## src/rtl/async_counter.sv

```systemverilog
// Up/down counter built from per-bit toggle stages, fully synchronous in one clock.
// Bit i flips when every lower bit is 1 (up) or 0 (down); bit 0 flips every cycle.
module async_counter_bit (
    input  logic clk,
    input  logic rst,
    input  logic tgl_i,
    output logic bit_o
);
    logic bit_q, bit_d;

    always_comb begin
        bit_d = bit_q ^ tgl_i;
    end

    always_ff @(posedge clk) begin
        if (rst) bit_q <= 1'b0;
        else     bit_q <= bit_d;
    end

    assign bit_o = bit_q;
endmodule

module async_counter #(
    parameter int WIDTH = 4
) (
    input  logic             up,
    input  logic             clk,
    input  logic             rst,
    output logic [WIDTH-1:0] count
);
    logic [WIDTH-1:0] cnt_q;
    logic [WIDTH-1:0] ones_pre;   // bits [i-1:0] all ones
    logic [WIDTH-1:0] zeros_pre;  // bits [i-1:0] all zeros
    logic [WIDTH-1:0] tgl;

    assign ones_pre[0]  = 1'b1;
    assign zeros_pre[0] = 1'b1;

    genvar i;
    generate
        for (i = 1; i < WIDTH; i++) begin : g_pre
            assign ones_pre[i]  = ones_pre[i-1]  &  cnt_q[i-1];
            assign zeros_pre[i] = zeros_pre[i-1] & ~cnt_q[i-1];
        end
        for (i = 0; i < WIDTH; i++) begin : g_bit
            assign tgl[i] = up ? ones_pre[i] : zeros_pre[i];
            async_counter_bit u_bit (
                .clk   (clk),
                .rst   (rst),
                .tgl_i (tgl[i]),
                .bit_o (cnt_q[i])
            );
        end
    endgenerate

    assign count = cnt_q;
endmodule

```

## config.mk

```make
export PLATFORM = sky130hd
export DESIGN_NAME = async_counter
export DESIGN_NICKNAME = d
export VERILOG_FILES = /design/src/rtl/async_counter.sv
export SDC_FILE = /design/constraint.sdc
export NUM_CORES = 1
export LEC_CHECK = 0
export ABC_AREA = 1
export CAP_MARGIN = 20
export CORE_AREA = 4 4 41 43
export CTS_CLUSTER_DIAMETER = 80
export DETAILED_ROUTE_END_ITERATION = 7
export DIE_AREA = 0 0 45 47
export DONT_BUFFER_PORTS = 1
export GPL_TIMING_DRIVEN = 0
export PLACE_DENSITY = 0.3
export SLEW_MARGIN = 20
export SYNTH_ARGS = -nofsm -noshare
export SYNTH_HDL_FRONTEND = slang
export SYNTH_SLANG_ARGS = --single-unit
export TNS_END_PERCENT = 50
```

## constraint.sdc

```tcl
create_clock -name clk -period 1.39 [get_ports clk]
set_input_delay 0.2085 -clock clk [delete_from_list [all_inputs] [get_ports clk]]
set_output_delay 0.2085 -clock clk [all_outputs]
set_load 0.02 [all_outputs]
```

# Yosys cells after proc, flatten, opt, wreduce, memory -nomap -nowiden
# Index checks and enable logic that the tools add are counted.
[totals]
ff_bits = 4
in_bits = 3
out_inout_bits = 4
elab_cells = 17
[op_classes]
n_mux = 3
bitwise = 10
[ops]
columns = ["op", "n"]
rows = [
  ["AND 1 bit", 4],
  ["2-to-1 mux 1 bit", 3],
  ["NOT 1 bit", 3],
  ["XOR 1 bit", 3],
]

# Depth between registers and ports, before layout
# Gate-level depths: netlist of run 1.
[depth]
word_depth = 5
depth_mapped = 6
depth_no_buf = 6

# Modules after synthesis
# A second synthesis of run 1 with hierarchy kept.
[unflattened]
cells_unflattened = 35
hier_area_um2 = 209.0
[modules_own_cells]
columns = ["mod", "instances", "cells_per_inst", "area_per_inst_um2", "seq_area_each_um2"]
rows = [
  ["async_counter_bit", 4, 6, 38.8, 20.0],
  ["async_counter", 1, 11, 53.8, 0.0],
]

# Worst setup path before layout of run 1
# OpenSTA, ideal clock, no wires.
[synth_timing]
kind = "reg2reg"
startpoint = "register g_bit[1].u_bit.bit_q"
endpoint = "register g_bit[3].u_bit.bit_q"
setup_time_ns = 0.115
arrival_time_ns = 0.704
t_required_ns = 1.275
setup_slack_ns = 0.571
path_stages_with_launch = 5
path_buffers = 0
synth_period_minus_slack_ns = 0.819
cell_sequence = "dfxtp_1 -> nor2_1 -> nand2_1 -> a21oi_1 -> nor2_1"
[synth_via]
elab_chain_len = 5
word_cells_on_any_way = 7
classes_between = "1 x mux; 6 x bitwise"
[synth_lines]
columns = ["item", "line", "rtl"]
rows = [
  ["from (decl)", "9", "logic bit_q, bit_d;"],
  ["from (signal assigned)", "17", "else bit_q <= bit_d;"],
  ["NOT 1 bit", "43", "assign zeros_pre[i] = zeros_pre[i-1] & ~cnt_q[i-1];"],
  ["AND 1 bit (2 in series)", "43", ""],
  ["2-to-1 mux 1 bit (*)", "46", "assign tgl[i] = up ? ones_pre[i] : zeros_pre[i];"],
  ["XOR 1 bit (*)", "12", "bit_d = bit_q ^ tgl_i;"],
  ["to (signal assigned)", "17", ""],
  ["to (decl)", "9", ""],
]
# Mark *: on every way between the ends. The rest lies on a longest branch, timed or not.
# A chain may end at the register's enable or synchronous reset.

# Worst setup path after layout of run 1
[layout_timing]
startpoint = "register g_bit[0].u_bit.bit_q"
endpoint = "output count[0]"
[layout_lines]
columns = ["item", "line", "rtl"]
rows = [
  ["from (decl)", "9", ""],
  ["from (signal assigned)", "17", ""],
  ["to (decl)", "29", "output logic [WIDTH-1:0] count"],
]
# No word-level cell between the ends.

==> results of run 1 <==
final cells by class:
| type | count | area, µm² |
|---|---|---|
| Inverter | 6 | 22.5 |
| Clock buffer | 3 | 22.5 |
| Fill cell | 164 | 1030 |
| Sequential cell | 4 | 80.1 |
| Multi-Input combinational cell | 22 | 93.8 |
| Buffer | 4 | 30.0 |
| Tap cell | 15 | 18.8 |
layer usage:
layer | global-route usage, % | routed length, µm
met1 | 5.68 | 215
met2 | 4.80 | 137
met3 | 4.21 | 48
met4 | 10.5 | 28
met5 | 0 | 0
power groups by stage:
stage               sequential, mW  clock (mW)  combinational, mW
floorplan                    0.140           0             0.0684
global placement             0.143           0             0.0751
detailed placement           0.143           0             0.0746
CTS                          0.141       0.152             0.0749
global route                 0.143       0.161             0.0838
finish                       0.141       0.145             0.0736
kinds of logic (layout without fill, tap and decap cells):
| logic type | Yosys count | after routing | synth area share (%) |
|---|---|---|---|
| AND/OR/NAND/NOR | 19 | 19 | 33.1 |
| AO/OA/AOI/OAI | 2 | 2 | 4.42 |
| XOR/XNOR | 1 | 1 | 3.87 |
| buffers and inverters | 10 | 13 | 23.2 |
| flip-flops | 4 | 4 | 35.4 |
through the flow:
stage	util [%]	hold slack, ns	cells	area (µm²)	power, mW
global route	20.6	0.0238	54	268	0.388
global placement	18.8	0.277	51	245	0.218
finish	20.6	0.0371	54	268	0.359
CTS	20.6	0.0293	54	268	0.368
detailed placement	18.8	0.278	51	245	0.218
floorplan	-	0.275	36	226	0.208
cells in the final DEF (no fill, tap or decap):
cell type / n
sky130_fd_sc_hd__clkbuf_4: 3
sky130_fd_sc_hd__xnor2_1: 1
sky130_fd_sc_hd__nand3_1: 3
sky130_fd_sc_hd__nand2_1: 9
sky130_fd_sc_hd__nor2_1: 7
sky130_fd_sc_hd__a21oi_1: 2
sky130_fd_sc_hd__clkinv_1: 4
sky130_fd_sc_hd__dfxtp_1: 4
sky130_fd_sc_hd__buf_4: 4
sky130_fd_sc_hd__inv_1: 2
how the worst max path moves through the flow:
stage,start,endpoint,depth (start not counted)
2_1_floorplan,g_bit[1].u_bit.bit_o,g_bit[3].u_bit.bit_o,4
3_3_place_gp,g_bit[0].u_bit.bit_o,g_bit[3].u_bit.bit_o,5
3_5_place_dp,g_bit[0].u_bit.bit_o,g_bit[3].u_bit.bit_o,5
4_1_cts,g_bit[0].u_bit.bit_o,count[0],1
5_1_grt,g_bit[0].u_bit.bit_o,count[0],1
6_report,g_bit[0].u_bit.bit_o,count[0],1
==> flow_summary_export.csv, run 1 <==
group,metric,value,unit
timing,skew,0.00346,ns
cells_and_area,insertedDiodeCount,0,
synthesis,synthesized_area_per_cell,6.29,µm²
detailed_routing,via_per_inst,3.39,
synthesis,ys_seq_area_share,35.4,%
synthesis,synth_cell_type_count,9,
floorplanning,die_span_x,45,µm
timing,max_slew_margin,85.2,%
timing,final.setup.worst_slack,0.335,ns
synthesis,synth_top_cells_by_count,"sky130_fd_sc_hd__nand2_1, sky130_fd_sc_hd__nor2_1, sky130_fd_sc_hd__buf_4, sky130_fd_sc_hd__clkinv_1, sky130_fd_sc_hd__dfxtp_1",
timing,setup_repair_after_global_routing_missed_its_margin,"false",
timing,clock_period_minus_final_worst_setup_slack,1.05,ns
critical_path,required,1.18,ns
synthesis,mappedNetlistArea,226,µm²
critical_path,worst_setup_path_start_kind,"flip-flop",
hold_path,min_path_cells,1,
pwr,seq_power_share,39.2,%
critical_path,critical_path.cell_chain,"buf_4",
critical_path,timing.critical_path.slowest_cell_delay,0.43,ns
critical_path,number_of_buffer_and_inverter_stages_on_the_critical_path,1,
pwr,power.switching,0.103,mW
critical_path,worst-r2r-cell-count,5,
hold_path,min-delay-start,"rst",
detailed_routing,ant_nets,0,
critical_path,ff2ff_setup_slack,0.48,ns
clock_tree,clock_tree.buffer_depth,2,
clock_tree,tritoncts,"yes",
grt,globalRouteOverflowTotal,0,
timing,final.setup.tns,0,ns
placement,dp_worst_setup_slack,0.480,ns
clock_tree,cts-resized-gates,0,
cells_and_area,share_of_cells_above_drive_strength_1,17.9,%
placement,placement.io_buffers,0,
cells_and_area,nets,44,
run_status,outcome,"complete, no violations",
synthesis,synth_ff_type,"sky130_fd_sc_hd__dfxtp_1",
clock_tree,cts_hold_buffers,0,
critical_path,timing.critical_path.arrival,0.85,ns
clock_tree,tritoncts.num_buffers,3,
timing,number_of_hold_violations_in_the_final_report,0,
detailed_routing,drt-wirelength-per-cell,7.94,µm
cells_and_area,largest_reg_flops,4,
synthesis,post-synth-top-area-fraction,35.4,%
synthesis,synth_warnings,0,
timing,worst_pin_slew,0.221,ns
critical_path,crit-reg2reg-launch,"g_bit[0].u_bit.bit_o",
detailed_routing,detail_route.iter0.violations,0,
floorplanning,initial_core_utilization,17.4,%
clock_tree,clk_latency,0.24,ns
pwr,comb_power_share,20.5,%
flow_run,max_cap_viols,0,
timing,finalCritPeriodShare,75.9,%
critical_path,worst_path_max_delay_cell,"sky130_fd_sc_hd__dfxtp_1",
synthesis,synthArstFlopShare,0,%
timing,fmax,948,MHz
synthesis,yosys.cell_count.top_type,"sky130_fd_sc_hd__nand2_1",
synthesis,synth_enable_flop_cells,0,
synthesis,post_synth_main_area_contributors,"sky130_fd_sc_hd__dfxtp_1, sky130_fd_sc_hd__nand2_1, sky130_fd_sc_hd__buf_4",
grt,grt_antenna_before_repair,0,
detailed_routing,detailedRoute.firstPassIterationCount,1,
critical_path,cp_capture_type,"primary output",
pwr,clkPwrFrac,40.3,%
detailed_routing,post-route-drc-count,0,
clock_tree,cts.root.buffer_cell,"sky130_fd_sc_hd__clkbuf_4",
synthesis,synth_fp_nets,39,
grt,global_route.usage.total,5.61,%
pwr,powerDensity,1340,nW/µm²
placement,gp_congestion,0.658,
critical_path,setup.worst_path.class,"flip-flop to primary output",
grt,grt_pass1_wl,683,µm
timing,final-setup-viol-count,0,
grt,grt_max_degree,7,
hold_path,min-delay-path-class,"primary input to flip-flop",
pwr,static-leakage-power,0.128,nW
pwr,netSwitchingFraction,28.7,%
floorplanning,num_io_pins,7,
clock_tree,cts.repair_timing.setup_buffer_count,0,
detailed_routing,vias_after_detailed_routing,183,
critical_path,r2r_end,"g_bit[3].u_bit.bit_o",
synthesis,number_of_instances_in_the_synthesized_netlist,36,
pwr,power.ir.vdd_worst,0.000340,V
floorplanning,fp.dieH,47,µm
floorplanning,floorplan.core_area,1300,µm²
critical_path,critPathMaxFanout,6,
timing,maxSlewViolCount,0,
cells_and_area,flow.area_growth_from_synthesis,18.2,%
synthesis,synth_area_leader_cell,"sky130_fd_sc_hd__dfxtp_1",
critical_path,path_delay_family,"flip-flops",
floorplanning,design.die.area,2120,µm²
detailed_routing,detail_route.wirelength,429,µm
clock_tree,cts_htree_levels,1,
pwr,intPower,0.256,mW
clock_tree,clk_pin_slew,0.04,ns
placement,dp_hpwl,338,µm
clock_tree,clock_sink_count,4,
synthesis,postSynthRegisterBits,4,
floorplanning,placementRows,13,
hold_path,timing.hold.worst_endpoint,"g_bit[0].u_bit.bit_o",
grt,first_global_vias,150,
No activity file was read; power rests on OpenSTA's default activity.
==> inputs of run 2 (changes only) <==
- clock period: 1.39 -> 0.9 ns (I/O delays scaled with it)
==> run 2 against run 1 <==
Net effect:
- die area stayed put
- clock-buffer cell count stayed put
- hold slack better by 0.0070 ns
- setup slack worse by 0.31 ns
- final area is 9.3% higher
- sequential share of layout area is 0.44 points higher
- first-iteration DRC count is 5 higher
==> flow_summary_export.csv, run 2 (synthesized netlist as in run 1, its figures left out) <==
group,metric,value,unit
run_status,outcome,"complete, no violations",
pwr,power.ir.vdd_worst,0.000586,V
critical_path,timing.critical_path.slowest_cell_delay,0.35,ns
placement,dp_hpwl,338,µm
timing,fmax,1150,MHz
grt,globalRouteOverflowTotal,0,
detailed_routing,detail_route.wirelength,422,µm
critical_path,cp_capture_type,"primary output",
hold_path,min_path_cells,2,
detailed_routing,ant_nets,0,
critical_path,crit_cells,1,
grt,grt_pass1_wl,676,µm
timing,worst_pin_slew,0.171,ns
timing,final-setup-viol-count,0,
placement,placement.io_buffers,0,
pwr,powerDensity,1930,nW/µm²
flow_run,max_cap_viols,0,
critical_path,worst_setup_path_start_kind,"flip-flop",
pwr,static-leakage-power,0.134,nW
timing,setup_repair_after_global_routing_missed_its_margin,"true",
critical_path,worst_path_max_delay_cell,"sky130_fd_sc_hd__dfxtp_4",
clock_tree,clock_sink_count,4,
grt,grt_antenna_before_repair,0,
timing,maxSlewViolCount,0,
timing,skew,0.00408,ns
detailed_routing,vias_after_detailed_routing,194,
cells_and_area,flow.area_growth_from_synthesis,29.3,%
floorplanning,initial_core_utilization,17.4,%
cells_and_area,largest_reg_flops,4,
floorplanning,num_io_pins,7,
critical_path,timing.critical_path.arrival,0.74,ns
placement,total_placed_cells_including_tap_cells,51,
critical_path,required,0.76,ns
critical_path,setup.worst_path.class,"flip-flop to primary output",
clock_tree,tritoncts,"yes",
cells_and_area,leading_cell_type_in_the_layout_fill_and_taps_excluded,"sky130_fd_sc_hd__nand2_1",
critical_path,critical_path.cell_chain,"buf_4",
floorplanning,fp.dieH,47,µm
cells_and_area,layout_common_cells,"sky130_fd_sc_hd__nand2_1, sky130_fd_sc_hd__nor2_1, sky130_fd_sc_hd__clkinv_1",
critical_path,critPathMaxFanout,5,
cells_and_area,post_layout_util,22.5,%
detailed_routing,via_per_inst,3.53,
clock_tree,cts.repair_timing.setup_buffer_count,0,
cells_and_area,fin_cells,55,
critical_path,number_of_buffer_and_inverter_stages_on_the_critical_path,1,
clock_tree,clk_pin_slew,0.03,ns
hold_path,min-delay-path-class,"primary input to flip-flop",
grt,first_global_vias,148,
timing,clock_period_minus_final_worst_setup_slack,0.873,ns
clock_tree,tritoncts.num_buffers,3,
placement,gp_congestion,0.658,
timing,number_of_hold_violations_in_the_final_report,0,
clock_tree,clk_latency,0.24,ns
detailed_routing,post-route-drc-count,0,
clock_tree,cts_htree_levels,1,
floorplanning,floorplan.core_area,1300,µm²
detailed_routing,detail_route.iter0.violations,5,
cells_and_area,insertedDiodeCount,0,
clock_tree,cts.root.buffer_cell,"sky130_fd_sc_hd__clkbuf_4",
grt,global_route.usage.total,5.60,%
critical_path,path_delay_family,"flip-flops",
floorplanning,design.die.area,2120,µm²
critical_path,worst-r2r-cell-count,5,
cells_and_area,share_of_cells_above_drive_strength_1,27.5,%
cells_and_area,nets,45,
clock_tree,clock_tree.buffer_depth,2,
timing,final.setup.worst_slack,0.0272,ns
grt,grt_max_degree,7,
placement,dp_worst_setup_slack,-0.00953,ns
detailed_routing,drt-wirelength-per-cell,7.67,µm
timing,finalCritPeriodShare,97.0,%
floorplanning,die_span_x,45,µm
floorplanning,placementRows,13,
detailed_routing,detailedRoute.firstPassIterationCount,2,
timing,max_slew_margin,88.5,%
[run 2: area by class of cell]
cell class | count | area, µm²
Clock buffer | 3 | 22.5
Multi-Input combinational cell | 22 | 96.3
Timing Repair Buffer | 1 | 10.0
Buffer | 4 | 33.8
Fill cell | 160 | 1010
Sequential cell | 4 | 88.8
Inverter | 6 | 22.5
Tap cell | 15 | 18.8
[run 2: repair_timing]
| item | CTS | global route |
|---|---|---|
| endpoints found under the hold margin | 1 | 0 |
| hold buffers | 1 | 0 |
| resized for setup | 4 | 3 |
| setup endpoints to repair | 4 | 4 |
| pin swaps | 0 | 1 |
[run 2: layer usage]
metal	GRT usage, %	part of all wire, %	vias to the layer above
li1	-	-	113
met1	5.22	45	67
met2	4.80	33	9
met3	4.98	13	5
met4	10.5	8.5	0
met5	0	0	-
[run 2: path summary, 6_finish.rpt]
kind                        start              endpoint  slack [ns]
min reg2reg  g_bit[0].u_bit.bit_o  g_bit[0].u_bit.bit_o        0.46
max          g_bit[1].u_bit.bit_o              count[1]        0.03
max reg2reg  g_bit[0].u_bit.bit_o  g_bit[3].u_bit.bit_o        0.06
min                            up  g_bit[1].u_bit.bit_o        0.04
[run 2: metrics by stage]
step	hold WS, ns	total power [mW]	TNS [ns]	cell area (µm²)
2_1_floorplan	0.202	0.322	0	226
3_3_place_gp	0.203	0.336	-0.0132	245
3_5_place_dp	0.205	0.336	-0.00953	245
4_1_cts	0.0433	0.574	0	284
5_1_grt	0.0497	0.611	-0.0136	293
6_report	0.0441	0.564	0	293
[run 2: power breakdown]
group | switching [mW] | total [mW] | internal [mW]
Combinational | 0.0647 | 0.120 | 0.0555
Clock | 0.0738 | 0.223 | 0.149
Sequential | 0.0221 | 0.221 | 0.199
